$ cat config.mk
export PLATFORM = sky130hd
export DESIGN_NAME = mul_seq_ctrl
export DESIGN_NICKNAME = d
export VERILOG_FILES = /design/src/rtl/mul_seq_ctrl.sv
export SDC_FILE = /design/constraint.sdc
export NUM_CORES = 1
export LEC_CHECK = 0
export BUFFER_PORTS_ARGS = -buffer_cell sky130_fd_sc_hd__buf_2
export CAP_MARGIN = 20
export CORE_MARGIN = 2
export CORE_UTILIZATION = 35
export CTS_CLUSTER_DIAMETER = 100
export DETAILED_ROUTE_END_ITERATION = 8
export GPL_TIMING_DRIVEN = 1
export PLACE_DENSITY_LB_ADDON = 0.3
export SYNTH_ARGS = -nofsm -noshare
export SYNTH_HDL_FRONTEND = slang
export SYNTH_SLANG_ARGS = --single-unit
$ cat constraint.sdc
create_clock -name clk -period 1.7 [get_ports clk]
set_clock_uncertainty 0.05 [all_clocks]
set_input_delay 0.17 -clock clk [delete_from_list [all_inputs] [get_ports clk]]
set_output_delay 0.17 -clock clk [all_outputs]
set_load 0.05 [all_outputs]
$ cat src/rtl/mul_seq_ctrl.sv
`default_nettype none
// ============================================================================
// Module      : mul_seq_ctrl
// Description : Sequential 32x32 unsigned shift-add multiplier controller.
//               Drives a shared external adder for one iteration per cycle
//               and returns either the low (MUL) or high (MULHU) product half.
// Revision    : 1.0 - initial release
// ============================================================================
module mul_seq_ctrl #(
  parameter int XLEN  = 32,
  parameter int CNT_W = 5
) (
  input  logic            clk,
  input  logic            rst_n,
  input  logic            in_valid,
  output logic            in_ready,
  input  logic [XLEN-1:0] in_a,
  input  logic [XLEN-1:0] in_b,
  input  logic            in_hi,
  input  logic            flush,
  output logic [XLEN-1:0] add_a,
  output logic [XLEN-1:0] add_b,
  input  logic [XLEN-1:0] add_sum,
  output logic            out_valid,
  input  logic            out_ready,
  output logic [XLEN-1:0] out_result,
  output logic            busy
);

  localparam logic [1:0]       c_idle = 2'd0;
  localparam logic [1:0]       c_busy = 2'd1;
  localparam logic [1:0]       c_done = 2'd2;
  localparam logic [CNT_W-1:0] c_last = CNT_W'(XLEN - 1);

  logic [1:0]       state_q,  state_d;
  logic [CNT_W-1:0] cnt_q,    cnt_d;
  logic [XLEN-1:0]  p_hi_q,   p_hi_d;
  logic [XLEN-1:0]  p_lo_q,   p_lo_d;
  logic [XLEN-1:0]  m_q,      m_d;
  logic             hi_sel_q, hi_sel_d;

  // The adder has no carry-out, so the lost carry is recovered by noticing
  // that an unsigned sum wrapped below its first operand.
  logic w_carry;
  assign w_carry = p_lo_q[0] & (add_sum < p_hi_q);

  // State and datapath registers.
  always_ff @(posedge clk or negedge rst_n) begin
    if (!rst_n) begin
      state_q  <= c_idle;
      cnt_q    <= '0;
      p_hi_q   <= '0;
      p_lo_q   <= '0;
      m_q      <= '0;
      hi_sel_q <= 1'b0;
    end else begin
      state_q  <= state_d;
      cnt_q    <= cnt_d;
      p_hi_q   <= p_hi_d;
      p_lo_q   <= p_lo_d;
      m_q      <= m_d;
      hi_sel_q <= hi_sel_d;
    end
  end

  // Next-state and datapath update: load on accept, shift-add while busy.
  always_comb begin
    state_d  = state_q;
    cnt_d    = cnt_q;
    p_hi_d   = p_hi_q;
    p_lo_d   = p_lo_q;
    m_d      = m_q;
    hi_sel_d = hi_sel_q;
    case (state_q)
      c_idle: begin
        if (in_valid && !flush) begin
          state_d  = c_busy;
          m_d      = in_a;
          p_lo_d   = in_b;
          p_hi_d   = '0;
          hi_sel_d = in_hi;
          cnt_d    = '0;
        end
      end
      c_busy: begin
        if (flush) begin
          state_d = c_idle;
        end else begin
          // Product shifts right one bit; the sum's LSB drops into P_lo.
          p_hi_d = {w_carry, add_sum[XLEN-1:1]};
          p_lo_d = {add_sum[0], p_lo_q[XLEN-1:1]};
          cnt_d  = cnt_q + 1'b1;
          if (cnt_q == c_last) begin
            state_d = c_done;
          end
        end
      end
      c_done: begin
        // A request arriving with out_ready is not taken here; it is
        // accepted from IDLE on the following cycle.
        if (flush || out_ready) begin
          state_d = c_idle;
        end
      end
      default: state_d = c_idle;
    endcase
  end

  // Outputs decoded from the current state; adder operands are zero unless iterating.
  always_comb begin
    in_ready   = (state_q == c_idle);
    busy       = (state_q == c_busy) || (state_q == c_done);
    out_valid  = (state_q == c_done);
    out_result = '0;
    add_a      = '0;
    add_b      = '0;
    if (state_q == c_done) begin
      out_result = hi_sel_q ? p_hi_q : p_lo_q;
    end
    if (state_q == c_busy) begin
      add_a = p_hi_q;
      add_b = p_lo_q[0] ? m_q : '0;
    end
  end

endmodule
`default_nettype wire

==> results.toml <==
[run_status]
status = "complete, but fails checks"
violations = "negative setup slack"

[sta]
setup_slack_ns = -0.229
final_max_slew_viol_count = 0
setup_tns_ns = -21.24
fin_crit_sh_pct = 113
max_freq_mhz = 518
final_hold_viol_count = 0
grt_setup_unrepaired = "true"
slew_headroom_pct = 61.7
timing_worst_slew_pin_value_ns = 0.573
fin_crit_ns = 1.93
setup_violations = 166

[detailed_routing]
drc = 0
drt-initial-drc-count = 315
vias = 6111
via_per_inst = 5.22
first_pass_iters = 5
wl_per_cell_um = 19.9
ant_nets = 0
routed_wl_mm = 23.3

[synthesis]
synth_nets = 746
yosysMostFrequentCell = "dfrtp_1"
postSynthCellCount = 608
yosysUniqueCellTypes = 36
synth-seq-cells = 104
ys_warn_count = 0
synth_area_per_cell_um2 = 9.57
yosys-top-cells-area = "dfrtp_1 (45%), mux2i_1 (11%), ha_1 (7.7%)"
synth-edff-count = 0
async_reset_ff_share_pct = 100
synthTopCellsByCount = "dfrtp_1 (104), nand2_1 (76), nor2_1 (68), o21ai_0 (68), mux2i_1 (66)"
synth.largest_area_cell = "dfrtp_1"
ys_seq_area_share_pct = 44.7
synth_top_area_share_pct = 44.7
synth.cell_area_um2 = 5820
synth_ff_type = "dfrtp_1"

[floorplan]
ioPinCount = 201
die-area_um2 = 17700
dieWidth_um = 133
coreArea_um2 = 16400
fp.dieH_um = 133
rows = 47
initial_core_util_pct = 35.5

[setup_path]
worstReg2RegStart = "state_q[0]"
cp-end-kind = "flop"
timing.rr.end = "p_lo_q[6]"
cp.arrival_ns = 2.16
cp_max_fo = 6
start_kind = "flop"
ff2ff_path_depth = 9
startpoint = "state_q[0]"
path_class = "flop to flop"
required_ns = 1.93
reg2reg_setup_slack_ns = -0.23

[worst_hold_path]
min_from = "add_sum[26]"
hold_end = "p_hi_q[25]"
worstHoldPathType = "input pin to flop"
whs_path_depth = 3

[clock_tree]
clk-insertion-delay-late_ns = 0.36
cts_root_buffer = "clkbuf_16"
clk_pin_slew_worst_paths_ns = 0.07
cts_buffers = 9
cts_tree = "done"
htree_levels = 3
cts_sinks = 104
cts_buffer_depth = 2

[placement]
dpl_cell_area_um2 = 8140
placed_cells = 1054
port_buffers = 200
hpwl_mm = 12.6
place_congestion = 0.812

[layout]
syn2layout_area_growth_pct = 92.2
stdcell_area_um2 = 11200
fin_cells = 1170
final_nets = 1083
drive_gt1_share_pct = 58.4
antenna_cells = 0

[run]
max_cap_violations = 0

[global_route]
grt_overflow = 0
grt_use_met1_pct = 29.6
grtUsageMet2_pct = 41.2
track_usage_pct = 23.9
grt_pass1_wl_mm = 33.0
antenna_found_initial = 1
grt.busiest_layer = "met2"
grt_max_degree = 43
use_met3_pct = 4.33
first_global_vias = 6216

[power_and_ir_drop]
p_leak_nw = 4.96
peakVddDrop_uv = 1030
p_total_w = 0.0203
pwr_density_cell_nw_per_um2 = 1810
## layout make-up
class / count / area (um^2)
sequential: 104 / 2600
clock inverter: 7 / 126
timing repair buffer: 363 / 3820
inverter: 37 / 156
clock buffer: 9 / 225
multi-input combinational: 430 / 3980
tap: 220 / 275
fill: 1080 / 5220
## worst max-delay path by stage
| stage | slack, ns | endpoint | cells past startpoint |
|---|---|---|---|
| 2_1_floorplan | -0.20 | add_a[1] | 6 |
| 6_report | -0.23 | p_lo_q[6] | 9 |
| 3_5_place_dp | -0.18 | p_hi_q[31] | 7 |
| 4_1_cts | -0.21 | add_b[5] | 5 |
| 5_1_grt | -0.31 | p_lo_q[6] | 9 |
| 3_3_place_gp | -0.16 | p_hi_q[31] | 7 |
## placed cells by master, fill, tap and decap left out, types with 3 or more instances in the layout
master / n
dfrtp_1: 103
buf_2: 100
buf_6: 67
nand2_1: 61
nor2_4: 60
buf_4: 58
dlygate4sd3_1: 48
mux2i_1: 46
buf_8: 46
mux2_2: 34
ha_1: 29
buf_12: 28
and3_4: 27
o21ai_2: 27
o21ai_0: 27
inv_1: 24
clkbuf_16: 17
mux2i_2: 13
o21ai_1: 12
inv_2: 10
a21oi_1: 10
nand2_2: 9
mux2i_4: 7
nor2_1: 7
ha_4: 7
buf_16: 7
and3_2: 5
nand2_4: 5
inv_8: 3
a22o_1: 3
nand3_1: 3
nand2b_1: 3
nand4_1: 3
bufinv_16: 3
## flip-flops by register name, indices dropped and copies added, names as in the netlist
| signal | count |
|---|---|
| m_q | 32 |
| state_q | 2 |
| p_lo_q | 32 |
| cnt_q | 5 |
| hi_sel_q | 1 |
| p_hi_q | 32 |
## through the flow
stage / utilization [%] / setup slack (ns) / hold slack (ns)
after global routing: 68.2 / -0.309 / 0.0176
after floorplan: - / -0.196 / -0.176
final: 68.2 / -0.229 / 0.00485
after global placement: 49.6 / -0.157 / 0.112
after CTS: 63.0 / -0.206 / 0.000200
after detailed placement: 49.6 / -0.181 / 0.111
## layer usage
metal  part of all wire [%]  wire length (um)  vias to the layer above
met1                     40              9300                     3019
li1                       -                 -                     2772
met3                    5.6              1300                       53
met5                  0.060                14                        -
met2                     51             11900                      265
met4                    3.3               762                        2
## what timing repair did
action,in CTS,in global routing
resized for setup,285,172
pin swaps,33,44
setup buffers,24,12
cloned,10,9
endpoints found under the setup margin,162,203
hold buffers,48,0
endpoints found under the hold margin,79,0
## worst max-delay path, cell delays in order (launching register included)
cell and delay (ns):
dfrtp_1 0.40, buf_6 0.13, ha_4 0.21, buf_6 0.15
mux2i_4 0.22, or2_4 0.28, buf_12 0.15, buf_8 0.12
nand2_2 0.06, o21ai_1 0.09
## where the power goes
group	switching, W	internal (W)	leakage [nW]
logic	0.00703	0.00627	3.48
registers	0.000897	0.00360	1.31
clock network	0.00102	0.00146	0.168
## kinds of logic (layout without fill, tap and decap cells)
kind of cell,count (synthesis),after routing,share of synthesized area (%)
DFF,104,104,44.7
xor gates and xnor gates,1,1,0.151
adders and majority gates,36,36,7.74
buffers and inverters,75,416,5.35
muxes,100,100,17.9
and+or+nand+nor,195,196,14.8
AOI/OAI and AO/OA,97,97,9.29
(Power assumes the default switching activity.)
